==> src/rtl/fetch_sequencer.sv <==
// Fetch-stage sequencer: drives PC controls and the decode output register.
// Optional perf counters enabled by defining FETCH_SEQ_PERF_EN.
module fetch_sequencer #(
  parameter logic [31:0] RESET_VECTOR = 32'h0000_0000,
  parameter logic [31:0] HALT_WORD    = 32'hFFFF_FFFF
) (
  input  logic        clk,
  input  logic        rst,
  input  logic [31:0] fetch_instr,
  input  logic [31:0] fetch_pc,
  input  logic        redirect_valid,
  input  logic [31:0] redirect_target,
  input  logic        dec_ready,
  output logic [1:0]  pc_op,
  output logic [31:0] pc_target,
  output logic        dec_valid,
  output logic [31:0] dec_instr,
  output logic [31:0] dec_pc,
`ifdef FETCH_SEQ_PERF_EN
  output logic [31:0] perf_fetched,
  output logic [31:0] perf_stalls,
  output logic [31:0] perf_redirects,
`endif
  output logic        halted
);

  localparam logic [1:0] OP_HOLD = 2'b00;
  localparam logic [1:0] OP_INC  = 2'b01;
  localparam logic [1:0] OP_LOAD = 2'b10;

  typedef enum logic [1:0] {
    S_INIT,
    S_RUN,
    S_HALT
  } state_e;

  state_e      state_q, state_d;
  logic        valid_q, valid_d;
  logic [31:0] instr_q, instr_d;
  logic [31:0] pc_q, pc_d;

  logic        capture;
  logic        stall;
  logic        redir;

  // State, output register and event strobes
  always_comb begin
    state_d   = state_q;
    valid_d   = valid_q;
    instr_d   = instr_q;
    pc_d      = pc_q;
    pc_op     = OP_HOLD;
    pc_target = redirect_target;
    capture   = 1'b0;
    stall     = 1'b0;
    redir     = 1'b0;
    unique case (state_q)
      S_INIT: begin
        pc_op     = OP_LOAD;
        pc_target = RESET_VECTOR;
        state_d   = S_RUN;
      end
      S_RUN: begin
        if (redirect_valid) begin
          pc_op   = OP_LOAD;
          valid_d = 1'b0;
          redir   = 1'b1;
        end else if (valid_q && !dec_ready) begin
          pc_op = OP_HOLD;
          stall = 1'b1;
        end else begin
          pc_op   = OP_INC;
          capture = 1'b1;
          valid_d = 1'b1;
          instr_d = fetch_instr;
          pc_d    = fetch_pc;
          if (fetch_instr == HALT_WORD) begin
            state_d = S_HALT;
          end
        end
      end
      S_HALT: begin
        if (redirect_valid) begin
          pc_op   = OP_LOAD;
          valid_d = 1'b0;
          redir   = 1'b1;
          state_d = S_RUN;
        end else if (valid_q && dec_ready) begin
          valid_d = 1'b0;
        end
      end
      default: begin
        state_d = S_INIT;
      end
    endcase
  end

  // State and output register flops
  always_ff @(posedge clk or negedge rst) begin
    if (!rst) begin
      state_q <= S_INIT;
      valid_q <= 1'b0;
      instr_q <= '0;
      pc_q    <= '0;
    end else begin
      state_q <= state_d;
      valid_q <= valid_d;
      instr_q <= instr_d;
      pc_q    <= pc_d;
    end
  end

  assign dec_valid = valid_q;
  assign dec_instr = instr_q;
  assign dec_pc    = pc_q;
  assign halted    = (state_q == S_HALT);

`ifdef FETCH_SEQ_PERF_EN
  logic [31:0] fetched_q, fetched_d;
  logic [31:0] stalls_q, stalls_d;
  logic [31:0] redirs_q, redirs_d;

  // Counter increments, wrapping naturally at 2^32
  always_comb begin
    fetched_d = fetched_q + {31'd0, capture};
    stalls_d  = stalls_q + {31'd0, stall};
    redirs_d  = redirs_q + {31'd0, redir};
  end

  // Counter flops
  always_ff @(posedge clk or negedge rst) begin
    if (!rst) begin
      fetched_q <= '0;
      stalls_q  <= '0;
      redirs_q  <= '0;
    end else begin
      fetched_q <= fetched_d;
      stalls_q  <= stalls_d;
      redirs_q  <= redirs_d;
    end
  end

  assign perf_fetched   = fetched_q;
  assign perf_stalls    = stalls_q;
  assign perf_redirects = redirs_q;
`else
  logic unused_strobes;
  assign unused_strobes = capture ^ stall ^ redir;
`endif

endmodule

==> config.mk <==
export PLATFORM = sky130hd
export DESIGN_NAME = fetch_sequencer
export DESIGN_NICKNAME = d
export VERILOG_FILES = /design/src/rtl/fetch_sequencer.sv
export SDC_FILE = /design/constraint.sdc
export NUM_CORES = 1
export LEC_CHECK = 0
export CORE_ASPECT_RATIO = 1.2
export CORE_MARGIN = 3
export CORE_UTILIZATION = 25
export CTS_CLUSTER_SIZE = 14
export DETAILED_ROUTE_END_ITERATION = 10
export PLACE_DENSITY = 0.62
export REMOVE_ABC_BUFFERS = 1
export SYNTH_ARGS = -nofsm -noshare
export SYNTH_HDL_FRONTEND = slang
export SYNTH_SLANG_ARGS = --single-unit
==> constraint.sdc <==
create_clock -name clk -period 3.8 [get_ports clk]
set_input_delay 0.57 -clock clk [delete_from_list [all_inputs] [get_ports clk]]
set_output_delay 0.57 -clock clk [all_outputs]
set_load 0.01 [all_outputs]
==> flow_metrics.py, run 1 <==
metrics = {
    "run_status": {
        "status": "finished clean",
    },
    "sta": {
        "slew_viol_final": 0,
        "skew_ps": 3.16,
        "fin_ws_ps": 990,
        "setup_viol": 0,
        "fin_crit_sh_pct": 74.0,
        "worstMarginPinSlew_ps": 995,
        "hold_viol": 0,
        "period_needed_ps": 2810,
        "relSlewSlack_pct": 33.7,
        "rsz0062_at_grt": "no",
        "tns_ps": 0,
        "fmax_mhz": 356,
    },
    "logic_synthesis": {
        "yosys.area.top_type": "dfrtp_1",
        "synth-main-ff-cell": "dfrtp_1",
        "syn_avg_cell_area_sq_um": 14.2,
        "yosysMostFrequentCell": "dfrtp_1",
        "synth_seq_cells": 67,
        "ys_seq_area_share_pct": 58.3,
        "ys_types": 20,
        "synthesis.area_sq_um": 2870,
        "synthTopCellsByCount": "dfrtp_1 (67), mux2_1 (49), nor2b_1 (34)",
        "synth_edf_count": 0,
        "netlist_top_cells_area": "dfrtp_1 (58%), mux2_1 (19%), nor2b_1 (7.4%), mux2_2 (5.9%), buf_6 (2.4%)",
        "synth_top_area_share_pct": 58.3,
        "ys_async_sr_fraction_pct": 100,
        "ys_warn_count": 0,
        "synthCells": 202,
    },
    "die": {
        "initial_core_util_pct": 25.8,
        "die_area_sq_um": 12800,
        "rows": 42,
        "io_pins": 200,
        "die_h_um": 123,
        "coreArea_sq_um": 11100,
        "die_w_um": 104,
    },
    "global_routing": {
        "gr-total-overflow": 0,
        "antenna_found_initial": 0,
        "grt_pass1_vias": 2550,
        "grt_util_all_layers_pct": 12.9,
        "grt_pass1_wl_mm": 13.0,
        "grt_max_degree": 44,
    },
    "min_path": {
        "hold_class": "in -> async",
    },
    "critical_path": {
        "reg2reg_setup_slack_ps": 1720,
        "worst_setup_path_end_kind": "output pin",
        "path_class": "in -> out",
        "crit_path_top_delay_cell": "clkdlybuf4s50_1",
        "cp.required_ps": 3230,
        "crit_fanout": 5,
        "worst_setup_path_start_kind": "input pin",
        "crit_path_frequent_cell": "clkdlybuf4s50_1",
        "arrival_ps": 2240,
        "slowest_delay_ps": 640,
        "cp_cell_sequence": "clkdlybuf4s50_1 > nor4b_4 > clkdlybuf4s50_1",
    },
    "routing": {
        "vias_per_cell": 4.24,
        "wire_per_inst_um": 14.7,
        "ant_nets": 0,
        "drt_first_pass_iters": 3,
        "drt_iter0_markers": 50,
        "num_vias": 2388,
        "routed_wl_mm": 8.28,
        "drc": 0,
    },
    "pwr": {
        "max-vdd-ir-drop_mv": 0.224,
        "clkPwrFrac_pct": 34.6,
        "swShare_pct": 24.0,
        "power_density_nw_per_um2": 408,
        "power_leakage_nw": 2.11,
        "sequentialPowerShare_pct": 39.9,
        "comb_power_share_pct": 25.6,
        "power_switching_mw": 0.515,
        "internal_power_mw": 1.63,
    },
    "clock_network": {
        "ctsHoldBuffers": 0,
        "cts_tree": "yes",
        "clk_pin_slew_ps": 50,
        "cts_setup_buffers": 0,
        "root_buffer": "clkbuf_16",
        "cts.sinks": 67,
        "clockBufferDepth": 2,
        "cts_resized": 0,
        "clk_latency_ps": 320,
        "cts_max_level": 3,
        "cts_made_buffers": 9,
    },
    "finish": {
        "num_antenna_cells": 0,
        "utilization_pct": 47.3,
        "drive_gt1_share_pct": 9.29,
        "nets": 506,
        "syn_to_final_growth_pct": 83.5,
        "fillers": 1051,
    },
    "place": {
        "io_buffer_count": 199,
        "gp_congestion": 0.703,
        "hpwl_mm": 6.53,
        "pre_cts_slack_ps": 931,
    },
    "flow_run": {
        "cap_violations": 0,
    },
}
[sequential cells by signal, indices dropped and copies added (netlist names)]
signal,flops
state_q,2
dec_instr,32
dec_valid,1
dec_pc,32
[final cells by class]
cell class / instances / area, sq um / share of cell area [%]
Clock buffer: 11 / 253 / 4.79
Clock inverter: 3 / 15.0 / 0.285
Multi-Input combinational cell: 124 / 1110 / 21.1
Sequential cell: 67 / 1680 / 31.8
Tap cell: 154 / 193 / 3.65
Timing Repair Buffer: 204 / 2020 / 38.4
[metal layers]
metal	vias to the layer above	part of all wire, %	track usage, %
met1	1130	40	14.4
met5	-	0	0
met4	0	0.69	4.74
met2	137	49	21.7
li1	1114	-	-
met3	7	11	5.85
[worst paths after layout]
| path | startpoint | depth (start not counted) | endpoint |
|---|---|---|---|
| worst max-delay path | redirect_valid | 3 | pc_op[0] |
| worst min register to register | dec_instr[29] | 1 | dec_instr[29] |
| max in group asynchronous | rst | 2 | dec_pc[2] |
| worst min-delay path | rst | 1 | dec_pc[23] |
| worst max register to register | dec_valid | 4 | dec_instr[11] |
| min in group clk | dec_instr[29] | 1 | dec_instr[29] |
[placed cells by master, fill, tap and decap left out]
master             n
dfrtp_1           67
mux2_1            49
nand2_1            2
o21a_1             1
clkbuf_16          9
nand2b_1           3
buf_4              5
clkinv_2           3
nand4_1            8
o21ai_0            1
buf_2              1
nor2b_1           34
mux2_2            15
a21oi_1            2
nor4_1             2
nor2_1             1
a32o_1             1
clkdlybuf4s50_1  198
o22ai_1            1
nand3b_1           1
nor2_2             1
clkbuf_8           2
nor4b_4            1
nor2b_2            1
[power by group through the flow]
stage          combinational [mW]  clock [mW]  sequential [mW]
6_report                    0.550       0.743            0.857
5_1_grt                     0.589       0.803            0.873
4_1_cts                     0.562       0.780            0.859
3_5_place_dp                0.559           0            0.869
3_3_place_gp                0.554           0            0.865
2_1_floorplan               0.121           0            0.914
[per-stage QoR]
stage                     cell area [sq um]  hold WS, ps  cells  power (mW)
after floorplan                        2790          274    191        1.04
after global routing                   5270          500    563        2.26
final                                  5270          421    563        2.15
after detailed placement               5000          475    549        1.43
after CTS                              5270          453    563        2.20
after global placement                 5000          467    549        1.42
[cells by family (layout without fill, tap and decap cells)]
group	after synthesis	count (layout)	share of synthesized area, %
and+or+nand+nor	54	54	12.1
buffers and inverters	11	218	3.09
DFF	67	67	58.3
AOI/OAI and AO/OA	6	6	1.35
muxes	64	64	25.1
[critical path: cells and delay by family]
| family | cells | cell delay, ps |
|---|---|---|
| and+or+nand+nor | 1 | 510 |
| buffers and inverters | 2 | 1160 |
(Power assumes the default switching activity.)
==> inputs of run 2 (changes only) <==
- clock period: 3.8 -> 2.7 ns (I/O delays scaled with it)
==> flow_metrics.py, run 2 (synthesis results as in run 1) <==
metrics = {
    "clock_network": {
        "root_buffer": "clkbuf_16",
        "cts_setup_buffers": 0,
        "clk_latency_ps": 320,
        "ctsHoldBuffers": 0,
        "cts_tree": "yes",
        "cts_resized": 0,
        "clockBufferDepth": 2,
        "cts_made_buffers": 9,
        "cts.sinks": 67,
        "clk_pin_slew_ps": 50,
        "cts_max_level": 3,
    },
    "finish": {
        "nets": 506,
        "syn_to_final_growth_pct": 84.8,
        "num_antenna_cells": 0,
        "drive_gt1_share_pct": 9.02,
        "layoutNonFillerInstCount": 564,
        "postLayoutCellArea_sq_um": 5310,
        "layout_common_cells": "clkdlybuf4s50_1 (198), dfrtp_1 (67), mux2_1 (49)",
        "final_common_cell": "clkdlybuf4s50_1",
    },
    "sta": {
        "skew_ps": 4.66,
        "worstMarginPinSlew_ps": 864,
        "worst_hold_slack_ps": 191,
        "hold_viol": 0,
        "fin_crit_sh_pct": 96.2,
        "tns_ps": 0,
        "rsz0062_at_grt": "no",
        "fmax_mhz": 385,
        "relSlewSlack_pct": 42.4,
        "period_needed_ps": 2600,
        "slew_viol_final": 0,
        "setup_viol": 0,
    },
    "flow_run": {
        "cap_violations": 0,
    },
    "place": {
        "postPlaceCellArea_sq_um": 5020,
        "io_buffer_count": 199,
        "dp_cells": 549,
        "hpwl_mm": 6.72,
        "gp_congestion": 0.681,
    },
    "die": {
        "coreArea_sq_um": 11100,
        "initial_core_util_pct": 25.8,
        "die_h_um": 123,
        "rows": 42,
        "die_area_sq_um": 12800,
        "die_w_um": 104,
        "io_pins": 200,
    },
    "min_path": {
        "hold_class": "in -> async",
    },
    "routing": {
        "drt_iter0_markers": 62,
        "num_vias": 2414,
        "vias_per_cell": 4.28,
        "wire_per_inst_um": 15.1,
        "ant_nets": 0,
        "drc": 0,
        "routed_wl_mm": 8.54,
        "drt_first_pass_iters": 3,
    },
    "critical_path": {
        "crit_fanout": 5,
        "crit_buf_inv": 2,
        "crit_path_frequent_cell": "clkdlybuf4s50_1",
        "cp.required_ps": 2300,
        "crit_path_top_delay_cell": "clkdlybuf4s50_1",
        "crit_family": "buffers and inverters",
        "worst_setup_path_start_kind": "input pin",
        "path_class": "in -> out",
        "worst_setup_path_end_kind": "output pin",
        "slowest_delay_ps": 650,
        "arrival_ps": 2190,
        "cp_cell_sequence": "clkdlybuf4s50_1 > nor4b_4 > clkdlybuf4s50_1",
    },
    "pwr": {
        "max-vdd-ir-drop_mv": 0.363,
        "p_total_mw": 3.15,
        "power_density_nw_per_um2": 592,
        "power_leakage_nw": 2.12,
    },
    "run_status": {
        "status": "finished clean",
    },
    "global_routing": {
        "antenna_found_initial": 0,
        "grt_pass1_wl_mm": 13.5,
        "gr-total-overflow": 0,
        "grt_max_degree": 37,
        "grt_pass1_vias": 2603,
        "grt_util_all_layers_pct": 13.4,
    },
}
run 2: cell types whose count changed in the layout (fill, tap and decap cells not counted), sizes merged:
cell / before / now
clkinv: 3 / 1
clkbuf: 11 / 13
bufinv: 0 / 1
run 2: path summary, 6_finish.rpt:
check                               startpoint             to  slack (ps)  cells past startpoint
worst min register to register   dec_instr[25]  dec_instr[25]         480                      1
worst min-delay path                       rst     dec_pc[25]         190                      1
worst max-delay path            redirect_valid       pc_op[0]         100                      3
max in group asynchronous                  rst     dec_pc[26]        1820                      2
min in group clk                 dec_instr[25]  dec_instr[25]         480                      1
worst max register to register      state_q[1]  dec_instr[17]         620                      3
run 2: through the flow:
step	utilization (%)	worst slack [ps]
floorplan	-	-689
global placement	45.0	55.7
detailed placement	45.0	58.6
CTS	47.7	49.8
global route	47.7	36.6
finish	47.7	102
run 2: worst reg2reg max path: cells and delay by family (launching register included):
kind | cells | cell delay (ps)
multiplexers | 1 | 390
buffers and inverters | 1 | 470
AND/OR/NAND/NOR | 1 | 620
flip-flops | 1 | 480
run 2: cell type report:
cell class                 count  area, sq um
fill                        1019         5830
timing repair buffer         204         2040
sequential                    67         1680
multi-input combinational    124         1110
clock buffer                  13          260
tap                          154          193
clock inverter                 2         35.0
run 2: routing by layer:
layer	GRT usage [%]	share of wire [%]
met5	0	0
met3	5.69	11
met1	15.1	39
met2	22.9	49
met4	4.49	0.96
run 2: where the power goes:
| part | total (mW) | switching, mW | internal [mW] |
|---|---|---|---|
| Clock | 1.16 | 0.404 | 0.759 |
| Sequential | 1.21 | 0.0661 | 1.14 |
| Combinational | 0.776 | 0.271 | 0.505 |
| Total | 3.15 | 0.741 | 2.41 |
==> inputs of run 3 (changes only) <==
- GPL_TIMING_DRIVEN: unset -> 1
==> results of run 3 <==
Final layout, timing and power as in run 2 (identical DEF).
